==> src/rtl/keypad_pkg.sv <==
// Shared types and constants for the 8x4 keypad row-scan controller.
package keypad_pkg;

    localparam int unsigned KEY_W = 5;
    localparam int unsigned ROWS  = 8;
    localparam int unsigned COLS  = 4;
    localparam int unsigned ROW_W = 3;
    localparam int unsigned COL_W = 2;

    typedef enum logic [1:0] {
        IDLE,
        SCAN,
        EVAL
    } state_t;

    // Frame candidate: valid=0 means no key pressed in the frame.
    typedef struct packed {
        logic             valid;
        logic [KEY_W-1:0] code;
    } cand_t;

    localparam cand_t NO_KEY = '{valid: 1'b0, code: '0};

    // Index of the lowest asserted column line; 0 if none.
    function automatic logic [COL_W-1:0] first_col(input logic [COLS-1:0] c);
        logic [COL_W-1:0] idx;
        idx = '0;
        for (int unsigned i = 0; i < COLS; i++) begin
            if (c[COLS-1-i]) begin
                idx = COL_W'(COLS - 1 - i);
            end
        end
        return idx;
    endfunction

endpackage

==> src/rtl/keypad_scan_ctrl_row_timer.sv <==
// Dwell and row counters: steps row_sel 0..7, SETTLE cycles per row.
// Row stays at 7 after the last dwell cycle until clr restarts the frame.
module kp_row_timer
    import keypad_pkg::*;
#(
    parameter int unsigned SETTLE = 4
) (
    input  logic             clk,
    input  logic             nrst,
    input  logic             clr,
    input  logic             adv,
    output logic [ROW_W-1:0] row_sel,
    output logic             sample_strobe,
    output logic             frame_end
);

    localparam int unsigned DW = (SETTLE > 1) ? $clog2(SETTLE) : 1;
    localparam logic [DW-1:0] LAST_DWELL = DW'(SETTLE - 1);
    localparam logic [ROW_W-1:0] LAST_ROW = ROW_W'(ROWS - 1);

    logic [DW-1:0]    dwell;
    logic [ROW_W-1:0] row;

    assign row_sel       = row;
    assign sample_strobe = adv && (dwell == LAST_DWELL);
    assign frame_end     = sample_strobe && (row == LAST_ROW);

    // Advance dwell counter; step row at the end of each dwell period.
    always_ff @(posedge clk) begin
        if (!nrst || clr) begin
            dwell <= '0;
            row   <= '0;
        end else if (adv) begin
            if (dwell == LAST_DWELL) begin
                dwell <= '0;
                if (row != LAST_ROW) begin
                    row <= row + 1'b1;
                end
            end else begin
                dwell <= dwell + 1'b1;
            end
        end
    end

endmodule

==> src/rtl/keypad_scan_ctrl.sv <==
// Keypad row-scan controller: frame scan, frame-level debounce and
// single-entry valid/ready output register with sticky overflow.
module keypad_scan_ctrl
    import keypad_pkg::*;
#(
    parameter int unsigned SETTLE   = 4,
    parameter int unsigned DEBOUNCE = 3
) (
    input  logic             clk,
    input  logic             nrst,
    input  logic             en,
    output logic [ROW_W-1:0] row_sel,
    input  logic [COLS-1:0]  col,
    output logic [KEY_W-1:0] key_code,
    output logic             key_valid,
    input  logic             key_ready,
    output logic             overflow
);

    localparam logic [2:0] DEB = 3'(DEBOUNCE);

    state_t state_q, state_d;
    logic   tmr_clr, tmr_adv;
    logic   sample_strobe, frame_end;

    cand_t            cand, prev;
    logic [2:0]       stable_cnt, cnt_next;
    logic             rep_valid;
    logic [KEY_W-1:0] rep_code;
    logic             eval, press, release_ev;

    kp_row_timer #(.SETTLE(SETTLE)) u_timer (
        .clk           (clk),
        .nrst          (nrst),
        .clr           (tmr_clr),
        .adv           (tmr_adv),
        .row_sel       (row_sel),
        .sample_strobe (sample_strobe),
        .frame_end     (frame_end)
    );

    // State register.
    always_ff @(posedge clk) begin
        if (!nrst) begin
            state_q <= IDLE;
        end else begin
            state_q <= state_d;
        end
    end

    // Next state and row timer control; timer clears outside SCAN or when en drops.
    always_comb begin
        state_d = state_q;
        tmr_adv = (state_q == SCAN);
        tmr_clr = (state_q != SCAN) || !en;
        unique case (state_q)
            IDLE: if (en) state_d = SCAN;
            SCAN: begin
                if (!en) begin
                    state_d = IDLE;
                end else if (frame_end) begin
                    state_d = EVAL;
                end
            end
            EVAL: state_d = en ? SCAN : IDLE;
            default: state_d = IDLE;
        endcase
    end

    // Frame candidate: first pressed key in scan order, cleared between frames.
    always_ff @(posedge clk) begin
        if (!nrst || !en || state_q != SCAN) begin
            if (!nrst || !en || state_q == EVAL || state_q == IDLE) begin
                cand <= NO_KEY;
            end
        end else if (sample_strobe && !cand.valid && (|col)) begin
            cand <= '{valid: 1'b1, code: {row_sel, first_col(col)}};
        end
    end

    // Debounce evaluation of the completed frame.
    always_comb begin
        eval     = (state_q == EVAL);
        cnt_next = 3'd1;
        if (cand == prev) begin
            cnt_next = (stable_cnt >= DEB) ? DEB : stable_cnt + 3'd1;
        end
        press      = eval && cand.valid && (cnt_next == DEB)
                     && (!rep_valid || cand.code != rep_code);
        release_ev = eval && !cand.valid && (cnt_next == DEB);
    end

    // Debounce history and reported-key tracking; cleared while idle.
    always_ff @(posedge clk) begin
        if (!nrst || state_q == IDLE) begin
            prev       <= NO_KEY;
            stable_cnt <= '0;
            rep_valid  <= 1'b0;
            rep_code   <= '0;
        end else if (eval) begin
            prev       <= cand;
            stable_cnt <= cnt_next;
            if (press) begin
                rep_valid <= 1'b1;
                rep_code  <= cand.code;
            end else if (release_ev) begin
                rep_valid <= 1'b0;
            end
        end
    end

    // Output holding register: load on free slot or same-edge accept, else flag overflow.
    always_ff @(posedge clk) begin
        if (!nrst) begin
            key_code  <= '0;
            key_valid <= 1'b0;
            overflow  <= 1'b0;
        end else if (press) begin
            if (!key_valid || key_ready) begin
                key_code  <= cand.code;
                key_valid <= 1'b1;
            end else begin
                overflow <= 1'b1;
            end
        end else if (key_valid && key_ready) begin
            key_valid <= 1'b0;
        end
    end

endmodule
==> config.mk <==
export PLATFORM = sky130hd
export DESIGN_NAME = keypad_scan_ctrl
export DESIGN_NICKNAME = d
export VERILOG_FILES = /design/src/rtl/keypad_pkg.sv /design/src/rtl/keypad_scan_ctrl_row_timer.sv /design/src/rtl/keypad_scan_ctrl.sv
export SDC_FILE = /design/constraint.sdc
export NUM_CORES = 1
export LEC_CHECK = 0
export BUFFER_PORTS_ARGS = -buffer_cell sky130_fd_sc_hd__buf_2
export CORE_ASPECT_RATIO = 0.5
export CORE_UTILIZATION = 30
export DETAILED_ROUTE_END_ITERATION = 6
export GPL_TIMING_DRIVEN = 0
export SKIP_LAST_GASP = 1
export SYNTH_ARGS = -nofsm -noshare
export SYNTH_HDL_FRONTEND = slang
export SYNTH_SLANG_ARGS = --single-unit
==> constraint.sdc <==
create_clock -name clk -period 2.47 [get_ports clk]
set_clock_uncertainty 0.2 [all_clocks]
set_input_delay 0.494 -clock clk [delete_from_list [all_inputs] [get_ports clk]]
set_output_delay 0.494 -clock clk [all_outputs]
set_load 0.03 [all_outputs]
==> Flow_metrics.wiki <==
{| class="wikitable"
! Metric !! Value
|-
| Crit Path Category || flop to flop
|-
| Most used cell along the critical path || sky130_fd_sc_hd__ha_1
|-
| Crit share post-route || 92.81%
|-
| Overall routed net length || 3378 um
|-
| Count of boundary I/O pins || 18
|-
| Number of synthesized register bits || 35
|-
| Drt first pass iters || 4
|-
| Max Fclk || 436.2 MHz
|-
| Routed vias/inst || 4.775
|-
| Share of the yosys chip area belonging to registers || 46.34%
|-
| Final #Nets || 213
|-
| Post-route DRC violation count || 0
|-
| Global-route wire length before repair || 5333 um
|-
| Largest net degree at the start of global routing || 11
|-
| RePlAce Congestion || 0.7586
|-
| Power per unit of standard cell area || 540.2 nW/um^2
|-
| Number of endpoints failing setup at the final stage || 0
|-
| Number of buffers added by the clock tree synthesis step || 5
|-
| Width of the die || 106.6 um
|-
| Post-cts gate resize count || 0
|-
| Worst slew pin tran || 0.7309 ns
|-
| Adder-cell share of the synthesized area || 3.811%
|-
| Number of cells on the worst reg-to-reg path || 7
|-
| Yosys Warn Count || 0
|-
| Worst hold path depth || 1
|-
| Relative slew margins || 50.76%
|-
| Max Transition Viols Final || 0
|-
| Routed length per placed instance || 12.46 um
|-
| End of the worst register-to-register path || key_code[1]
|-
| Maximum vdd ir drop || 0.0001768 V
|-
| Core Footprint || 5090 sq um
|-
| Total power draw || 0.001023 W
|-
| Synthesis-to-layout area growth || 15.40%
|-
| Storage element area || 760.7 sq um
|-
| Overall via count from detail_route || 1294
|-
| Reported leakage power || 0.7343 nW
|-
| Post-Syn Nets || 189
|-
| Post-CTS clock slew at the launch and capture registers of the worst setup and hold paths || 0.07 ns
|-
| Endpoint type of the worst setup path || flop
|-
| Post-CTS Setup Bufs || 0
|-
| Dominant cells by area after synthesis || sky130_fd_sc_hd__dfxtp_1, sky130_fd_sc_hd__edfxtp_1, sky130_fd_sc_hd__nand2_1
|-
| Number of global-route vias before repair || 1138
|-
| Cell count after synthesis || 176
|-
| Iter 0 DRT Violations || 56
|-
| Starting utilization of the core area || 32.25%
|-
| Area of the die || 5789 sq um
|-
| Area fraction in compound gates after synthesis || 10.75%
|-
| Total routing usage reported by global routing || 12.27%
|-
| Initial antenna violation count || 0
|-
| List of cells traversed by the critical path || ha_1, ha_1, nand3b_1, a21oi_1, nand4_4, nor3_4, mux2i_1
|-
| Delay of the slowest cell on the worst path || 0.36 ns
|-
| Min setup slack post-route || 0.1776 ns
|-
| RSZ-0062 raised after global routing || false
|-
| CTS root buffer || sky130_fd_sc_hd__clkbuf_8
|-
| Crit path max-delay cell type || sky130_fd_sc_hd__dfxtp_1
|-
| XOR/XNOR share of the synthesized area || 6.402%
|-
| Vertical die dimension || 54.31 um
|-
| Final-report hold violation count || 0
|-
| Arrival time of data at the critical path endpoint || 2.30 ns
|-
| Setup TNS || 0 ns
|-
| Worst Path Required || 2.48 ns
|-
| Dominant combinational cell family by area after synthesis || simple AND/OR/NAND/NOR gates
|-
| Post-synthesis cell type with the largest combined area || sky130_fd_sc_hd__dfxtp_1
|-
| Port Buffers || 17
|-
| Std cell rows || 18
|-
| Maximum level of the CTS H-tree || 2
|-
| Critical Path Source Type || flop
|-
| Cell variety after synth || 37
|-
| Fraction of synthesized cell area taken by the top area cell type || 35.37%
|-
| Skew-Pair Late Insertion Delay || 0.28 ns
|-
| Number of nets still failing antenna checks after routing || 0
|-
| Destination of the worst hold path || u_timer.dwell[0]
|-
| Average size of a mapped cell || 9.327 sq um
|-
| Final critical delay including setup and external delays || 2.292 ns
|-
| Share of synthesized area spent on multiplexers || 4.268%
|-
| Classification of the worst-slack hold path || flop to flop
|-
| Fraction of final layout cells sized beyond drive strength 1 || 13.93%
|-
| FF-to-FF Start || stable_cnt[0]
|-
| Residual overflow from global routing || 0
|-
| Detailed placer's ending HPWL || 2427 um
|-
| Antenna cell count || 0
|-
| Number of sinks driven by the clock tree || 35
|-
| Worst setup slack before clock tree synthesis || 0.1356 ns
|-
| Worst reg-to-reg setup slack || 0.18 ns
|-
| Simple-gate area share of the yosys netlist || 26.07%
|-
| TritonCTS clock tree || yes
|-
| Post-synthesis instance area || 1642 sq um
|-
| Final-layout fill cell count || 530
|-
| Status || finished clean
|-
| Clk buf depth || 2
|-
| Startpoint of the tightest hold check path || u_timer.dwell[0]
|-
| Highest fanout seen on the critical path || 7
|-
| Number of violations of the max-capacitance limit || 0
|-
| Multi-input combinational cell area || 842.1 sq um
|}
==> cell usage after synthesis, drive strengths merged <==
master,count
dfxtp,29
nand2,29
o21ai,13
and2,12
a21oi,10
mux2i,7
nand3,7
nor2,7
clkbuf,6
edfxtp,6
xnor2,6
xor2,6
ha,5
nor4,4
inv,3
nand4,3
nor2b,3
nor3,3
nand3b,2
or2,2
a211o,1
a211oi,1
a21boi,1
a21o,1
a31oi,1
and3,1
and4,1
and4bb,1
buf,1
nor4b,1
o21a,1
o31ai,1
o41ai,1
==> state kept, by name, indices dropped and copies added, names as in the netlist <==
register         count
cand                 6
prev                 6
key_code             5
rep_code             5
stable_cnt           3
u_timer.row_sel      3
state_q              2
u_timer.dwell        2
key_valid            1
overflow             1
rep_valid            1
==> cells in the final DEF (no fill, tap or decap), drive strengths merged <==
cell type,Yosys,routed
xnor2,6,6
nand4,3,3
nor2b,3,3
o21ai,13,13
nand3,7,7
buf,1,18
a21o,1,1
xor2,6,6
a21boi,1,1
inv,3,3
and2,12,12
o31ai,1,1
ha,5,5
nor2,7,7
clkbuf,6,12
nor4b,1,1
nand2,29,29
o41ai,1,1
o21a,1,1
nor3,3,3
dfxtp,29,29
a211oi,1,1
a211o,1,1
a31oi,1,1
a21oi,10,10
and4,1,1
mux2i,7,7
and3,1,1
clkinv,0,2
and4bb,1,1
nor4,4,4
nand3b,2,2
edfxtp,6,6
or2,2,2
==> power breakdown <==
group / switching, W / leakage [nW] / internal, W
combinational: 0.0000311 / 0.389 / 0.0000170
sequential: 0.00000788 / 0.305 / 0.000584
clock: 0.000192 / 0.0403 / 0.000192
total: 0.000231 / 0.734 / 0.000793
==> per-layer routing <==
layer  part of all wire (%)  global-route usage [%]  vias to the layer above
li1                       -                       -                      660
met1                     52                   15.82                      606
met2                     43                   20.11                       24
met3                    4.6                   3.571                        4
met4                   0.71                   4.110                        0
met5                      0                       0                        -
==> metrics by stage <==
step | cells | instance area, sq um | util, % | hold slack [ns]
finish | 271 | 1894 | 37.22 | 0.2366
global route | 271 | 1894 | 37.22 | 0.2700
CTS | 271 | 1894 | 37.22 | 0.2457
detailed placement | 263 | 1814 | 35.64 | 0.2361
global placement | 263 | 1814 | 35.64 | 0.2170
floorplan | 176 | 1642 | - | 0.2084
==> cell type report <==
class / instances / share of cell area, %
buffer: 7 / 1.453
clock buffer: 6 / 3.831
clock inverter: 2 / 0.3963
inverter: 3 / 0.5945
multi-input combinational: 131 / 44.45
sequential: 35 / 40.16
tap: 70 / 4.624
timing repair buffer: 17 / 4.491
==> worst max path at each step <==
stage | startpoint | to | slack, ns | cells past startpoint
6_report | stable_cnt[0] | key_code[1] | 0.18 | 7
5_1_grt | stable_cnt[0] | key_code[1] | 0.04 | 7
4_1_cts | stable_cnt[0] | key_code[1] | 0.11 | 7
3_5_place_dp | stable_cnt[0] | key_code[1] | 0.14 | 7
3_3_place_gp | stable_cnt[0] | key_code[2] | 0.19 | 7
2_1_floorplan | stable_cnt[0] | key_code[0] | 0.40 | 7
==> cells by family after synthesis <==
family,after synthesis
AOI/OAI and AO/OA,31
xor gates and xnor gates,12
muxes,7
adders and majority gates,5
buffers and inverters,10
DFF,35
and+or+nand+nor,76
==> what timing repair did <==
action,4_1_cts,5_1_grt
endpoints found under the hold margin,0,0
endpoints found under the setup margin,0,1
hold buffers,0,0
==> critical path: cells and delay by family (launching register included) <==
family | cells | cell delay [ns]
compound gates | 1 | 0.31
fa+ha+maj | 2 | 0.51
flops | 1 | 0.36
mux | 1 | 0.24
simple gates | 3 | 0.60
(Power assumes the default switching activity.)
